===== config.mk =====
export PLATFORM = sky130hd
export DESIGN_NAME = walk_seq_detect
export DESIGN_NICKNAME = d
export VERILOG_FILES = /design/src/rtl/walk_seq_detect.sv
export SDC_FILE = /design/constraint.sdc
export NUM_CORES = 1
export LEC_CHECK = 0
export ABC_CLOCK_PERIOD_IN_PS = 2300
export CAP_MARGIN = 5
export CELL_PAD_IN_SITES_DETAIL_PLACEMENT = 1
export CELL_PAD_IN_SITES_GLOBAL_PLACEMENT = 2
export CORE_ASPECT_RATIO = 0.8
export CORE_MARGIN = 3
export CORE_UTILIZATION = 27
export DETAILED_ROUTE_END_ITERATION = 8
export GPL_ROUTABILITY_DRIVEN = 0
export GPL_TIMING_DRIVEN = 0
export PLACE_DENSITY = 0.81
export SLEW_MARGIN = 20
export SYNTH_ARGS = -nofsm -noshare
export SYNTH_HDL_FRONTEND = slang
export SYNTH_SLANG_ARGS = --single-unit
export TNS_END_PERCENT = 1

===== constraint.sdc =====
create_clock -name clk -period 2.3 [get_ports clk]
set_input_delay 0.69 -clock clk [delete_from_list [all_inputs] [get_ports clk]]
set_output_delay 0.69 -clock clk [all_outputs]
set_load 0.1 [all_outputs]

===== src/rtl/walk_seq_detect.sv =====
// -----------------------------------------------------------------------------
// walk_seq_detect
//   Runtime detector for the descending walking-bit chain over an N-bit vector:
//   bit N-1 high, then bit N-2 high on the next valid sample, and so on down
//   to bit 0. A one-cycle match pulse is produced each time a chain completes,
//   and a saturating completion counter plus a sticky "seen" flag are kept.
//   Overlapping chains are tracked in parallel by the partial-match vector.
//
// Parameters
//   N      vector width (1..8)
//   CW     counter width (1..16)
//
// Ports
//   clk    in   rising-edge clock
//   rst    in   synchronous, active-high reset
//   vld    in   sample qualifier; vect is examined only when high
//   vect   in   N-bit vector from the upstream pass-through stage
//   clr    in   synchronous clear of count and seen (chain tracking unaffected)
//   match  out  one-cycle pulse: chain completed on the previous valid sample
//   count  out  completed chains, saturating at 2^CW-1
//   seen   out  sticky; set by the first match after reset or clr
// -----------------------------------------------------------------------------
module walk_seq_detect #(
  parameter int N  = 4,
  parameter int CW = 8
) (
  input  logic          clk,
  input  logic          rst,
  input  logic          vld,
  input  logic [N-1:0]  vect,
  input  logic          clr,
  output logic          match,
  output logic [CW-1:0] count,
  output logic          seen
);

  // Elaboration-time parameter checks.
  generate
    if (N < 1 || N > 8) begin : g_bad_n
      $error("Parameter N has an invalid value of %0d", N);
    end
    if (CW < 1 || CW > 16) begin : g_bad_cw
      $error("Parameter CW has an invalid value of %0d", CW);
    end
    if (N == 1) begin : g_single
      $info("single-bit chain");
    end
  endgenerate

  localparam logic [CW-1:0] CountMax = {CW{1'b1}};

  // p_q[k] = 1: vect[N-1]..vect[k] were high on successive valid samples,
  // ending at the most recent one. Several bits may be set at once.
  logic [N-1:0]  p_q, p_d;
  logic          match_q, match_d;
  logic [CW-1:0] count_q, count_d;
  logic          seen_q, seen_d;
  logic          done;

  // Chain completes when the final bit lands on top of a full prefix.
  generate
    if (N == 1) begin : g_done_one
      assign done = vect[0];
    end else begin : g_done_n
      assign done = p_q[1] & vect[0];
    end
  endgenerate

  always_comb begin
    // NOTE: every variable gets a default before any branch, so no path
    // through this block leaves a value unassigned and no latch is inferred.
    p_d     = p_q;
    match_d = 1'b0;
    count_d = count_q;
    seen_d  = seen_q;

    // Invalid cycles stall the chain: p holds, match drops.
    if (vld) begin
      p_d[N-1] = vect[N-1];
      for (int k = 0; k < N - 1; k++) begin
        p_d[k] = p_q[k+1] & vect[k];
      end
      match_d = done;
    end

    if (match_d) begin
      seen_d = 1'b1;
      if (count_q != CountMax) begin
        count_d = count_q + CW'(1);
      end
    end

    // clr wins over an increment in the same cycle but leaves p/match alone.
    if (clr) begin
      count_d = '0;
      seen_d  = 1'b0;
    end
  end

  always_ff @(posedge clk) begin
    // NOTE: state registers use non-blocking assignments so every flop
    // samples the pre-edge values, independent of statement order.
    if (rst) begin
      p_q     <= '0;
      match_q <= 1'b0;
      count_q <= '0;
      seen_q  <= 1'b0;
    end else begin
      p_q     <= p_d;
      match_q <= match_d;
      count_q <= count_d;
      seen_q  <= seen_d;
    end
  end

  assign match = match_q;
  assign count = count_q;
  assign seen  = seen_q;

endmodule


* Word-level counts from Yosys, hierarchy flattened
Cells that the tools add are included.
** Word-level totals
- Register bits :: 14
- Input port bits :: 8
- Output and inout port bits :: 10
- Logic and storage cells :: 12
** Operators by class
- Add/subtract/negate cells :: 1
- Equal/unequal tests :: 1
- Mux-type cells :: 1
- Bitwise logic cells :: 3
- Reduce and logical (&&, ||, !) cells :: 2
** Operator list (number)
- 8-bit by 1-bit adder with 8-bit output, second input constant :: 1
- 8-bit inequality test, second input constant :: 1
- 1-bit AND :: 3
- 2-bit AND reduction :: 1
- 2-bit OR reduction :: 1
- 1-bit two-way mux :: 1

* Logic depth before layout (Yosys ltp)
- Depth after elaboration :: 3
- Mapped depth :: 5
- Mapped depth without buffers :: 5

* Worst setup path before layout
No wires, ideal clock.
- Kind :: register -> register
- Start :: reg count_q[0] (netlist: count[0])
- End :: reg count_q[1] (netlist: count[1])
- Library setup time :: 0.126 ns
- Arrival :: 2.032 ns
- Data required time :: 2.174 ns
- Slack :: 0.141 ns
- Stages on the path, launching flop included :: 6
- Path buffers :: 0
- Clock period less this slack :: 2.159 ns
- Path through :: dfxtp_1 > ha_1 > nand2_1 > o31ai_4 > mux2i_1 > nor2_1
** Between the ends
- Word-level cells in the longest chain between the ends :: 2
- Elaborated cells on any way between the ends :: 3
- Classes of those cells :: add/sub (1); eq/ne (1); reduce/logical (1)
** Ends and longest elaborated chain
- start: declaration :: line 56 : logic [CW-1:0] count_q, count_d;
- start signal: assignment :: line 111 : count_q <= count_d;
- parallel branches: the longest is 2 deep, another holds 8-bit by 1-bit adder with 8-bit output
Parallel ways; which one is timed is not known.
A chain may end at the register's enable or synchronous reset.

* Worst setup path in the final report
- Start :: reg count_q[4] (netlist: count[4])
- End :: out count[4]
** RTL lines
- end: declaration :: line 33 : output logic [CW-1:0] count,
No word-level cell between the ends.

==> summary.txt <==
GRT
  • Vias in the first global route: 519
  • GRT overflow: 0
  • Initial antenna violation count: 0
  • First-pass GRT wire length: 2460 microns
  • GRT Total Usage: 0.122
  • Largest net degree at the start of global routing: 10

Layout
  • Area Growth Syn to Fin: 35.7%
  • Sequential standard cell area: 260 sq um
  • Final instance area: 798 sq um
  • # fillers: 252
  • Nets: 94
  • Share of cells above drive strength 1: 0.143
  • Diodes inserted: 0
  • Multi-input gate area: 317 sq um

CTS
  • Clk_lat worst skew: 280 ps
  • CTS tree: built
  • Post-CTS Setup Inserts: 0
  • Worst-path clk slew: 80 ps
  • # clock sinks: 13
  • CTS root buf: clkbuf_4
  • Cts bufs inserted: 3
  • H-tree Lvls: 1
  • Maximum clock insertion buffer count: 2

Timing
  • Worst-Margin Slew: 958 ps
  • Fin. Hold Viols: 0
  • RSZ-0062 raised after global routing: true
  • Count of final setup violators: 0
  • Max-slew violations: 0
  • Period utilisation layout: 0.976
  • Worst Clk Skew: 3.42 ps
  • Sum Neg Setup Slack: 0 ps
  • Fmax: 445 MHz
  • WHS: 476 ps
  • Max-slew headroom: 0.364
  • Min cycle time layout: 2250 ps

Place
  • Post-DP Area: 788 sq um
  • Detailed Place HPWL: 1060 microns
  • IO buf count: 17

Synthesis
  • Post-synthesis register bit count: 13
  • Share of the synthesized area in the top cell type: 0.443
  • Syn_nets: 72
  • Post-synth cell types: 25
  • Post-synth top flop: dfxtp_1
  • Most instantiated cells after synthesis: dfxtp_1, nor2_1, a21oi_1, nor3_1
  • Post-synth EDFFs: 0
  • Ranking of synthesized cells by area: dfxtp_1, nor2_1, mux2i_1, o31ai_4, a21oi_1
  • Area of the mapped netlist: 588 sq um
  • Mapped Avg Cell Area: 9.33 sq um
  • Count leader, synth: dfxtp_1
  • Asr flop ratio synth: 0
  • Sequential area share after synthesis: 0.443
  • Synth warnings: 0
  • Cell count after synthesis: 63
  • Cell taking the most area after synthesis: dfxtp_1

Setup path
  • Worst r2r dst: count[1]$_SDFFE_PP0P_
  • Startpoint Class: flop
  • CP max stage delay: 850 ps
  • Worst path bufs/invs: 1
  • Crit path required time: 1610 ps
  • Worst Setup Path Type: reg -> out
  • CP max-delay cell: clkdlybuf4s15_1
  • Crit path max-delay family: buffers and inverters
  • RR Startpoint: count[0]$_SDFFE_PP0P_
  • Reg2reg setup slack: 770 ps
  • Max FO, Critical Path: 4
  • Cell count of the worst reg-to-reg path: 5
  • Worst Path Arrival: 1560 ps
  • CP cell instances: clkdlybuf4s15_1
  • CP Capture Type: primary output

Job
  • MaxCap Viol Count: 0

Power
  • Tot Pwr: 0.393 mW
  • Peak VDD IR: 0.000273 V
  • Leakage power: 0.301 nW
  • Seq pwr share: 0.578
  • Clk pwr share: 0.364
  • Part of the power in combinational logic: 0.058
  • PwrDens: 492 nW/um^2
  • Switching power: 0.0856 mW
  • Int Power: 0.307 mW
  • Switching share of power: 0.218

Routing
  • DRT antenna net count: 0
  • WL/cell: 12.7 microns
  • Routed via count: 524
  • Iter 0 DRT Violations: 8
  • Drt drc: 0
  • Drt pass-1 iters: 4
  • WL final: 1370 microns
  • Via-per-instance ratio: 4.85

Worst hold path
  • Hold Path End: p_q[2]$_SDFFE_PP0P_
  • Hold path start: p_q[3]$_SDFFE_PP0P_
  • Hold Crit Depth: 2
  • Min-Delay Path Class: reg -> reg

Floorplanning
  • Die area: 2780 sq um
  • I/O pins: 18
  • Row count: 14
  • Core Footprint: 1960 sq um
  • Die width: 58.2 microns
  • Die height: 47.7 microns
  • Starting Density: 0.300

Outcome
  • Status: finished, final reports clean
state kept, by name (all words and copies together), names as in the netlist:
register	flops
count	8
p_q	3
match	1
seen	1
logic make-up after synthesis:
kind of cell               Yosys count  synth area share
AOI/OAI and AO/OA                   11             0.149
muxes                                3            0.0511
xor gates and xnor gates             2            0.0298
DFF                                 13             0.443
adders and majority gates            1            0.0213
buffers and inverters                3            0.0191
and+or+nand+nor                     30             0.287
routing by layer:
layer,up-vias,global-route usage,part of all wire
met1,240,0.160,0.51
li1,269,-,-
met4,0,0.0417,0.012
met3,2,0.0485,0.050
met2,13,0.182,0.43
met5,-,0,0
power groups by stage:
| stage | Clock [mW] | Combinational [mW] | Sequential [mW] |
|---|---|---|---|
| 3_3_place_gp | 0 | 0.0226 | 0.232 |
| 4_1_cts | 0.151 | 0.0232 | 0.227 |
| 3_5_place_dp | 0 | 0.0232 | 0.232 |
| 2_1_floorplan | 0 | 0.00565 | 0.233 |
| 5_1_grt | 0.161 | 0.0249 | 0.228 |
| 6_report | 0.143 | 0.0228 | 0.227 |
repair_timing:
item,CTS,global route
gates resized for setup,10,7
hold buffers,0,0
setup endpoints to repair,10,5
area by class of cell:
class | count | share of cell area
sequential | 13 | 0.326
timing repair buffer | 17 | 0.193
multi-input combinational | 47 | 0.397
inverter | 2 | 0.00940
tap | 24 | 0.0376
buffer | 1 | 0.00470
clock buffer | 4 | 0.0329
worst max path at each step:
stage / start / to / slack (ps) / depth (start not counted)
3_5_place_dp: count[2]$_SDFFE_PP0P_ / count[2] / 30 / 1
5_1_grt: count[4]$_SDFFE_PP0P_ / count[4] / -0.8 / 1
4_1_cts: count[2]$_SDFFE_PP0P_ / count[2] / 3 / 1
2_1_floorplan: count[0]$_SDFFE_PP0P_ / count[1]$_SDFFE_PP0P_ / 140 / 5
6_report: count[4]$_SDFFE_PP0P_ / count[4] / 50 / 1
3_3_place_gp: count[3]$_SDFFE_PP0P_ / count[3] / 30 / 1
cells in the final DEF, fill, tap and decap left out, types with 2 or more instances in the layout:
| cell | Yosys | routed |
|---|---|---|
| nand2_1 | 3 | 3 |
| dlygate4sd2_1 | 0 | 5 |
| inv_1 | 2 | 2 |
| clkbuf_2 | 0 | 2 |
| nor3_1 | 4 | 4 |
| nand3_1 | 3 | 3 |
| clkbuf_4 | 0 | 3 |
| a311oi_1 | 2 | 2 |
| clkdlybuf4s50_1 | 0 | 7 |
| nand2b_1 | 2 | 2 |
| clkdlybuf4s15_1 | 0 | 3 |
| xor2_1 | 2 | 2 |
| clkbuf_1 | 1 | 2 |
| mux2i_1 | 3 | 3 |
| dfxtp_1 | 13 | 13 |
| nor2_1 | 11 | 11 |
| a21oi_1 | 4 | 4 |
stage by stage:
step,worst slack [ps],cells,utilization
floorplan,141,63,-
global placement,31.6,104,0.402
detailed placement,28.9,104,0.402
CTS,3.13,108,0.409
global route,-0.768,108,0.407
finish,54.1,108,0.407
tightest hold or removal path, cell delays in order, from the launching register on:
cell,delay [ps]
dfxtp_1,320
nand3_1,60
a21oi_1,60
No activity file was read; power rests on OpenSTA's default activity.
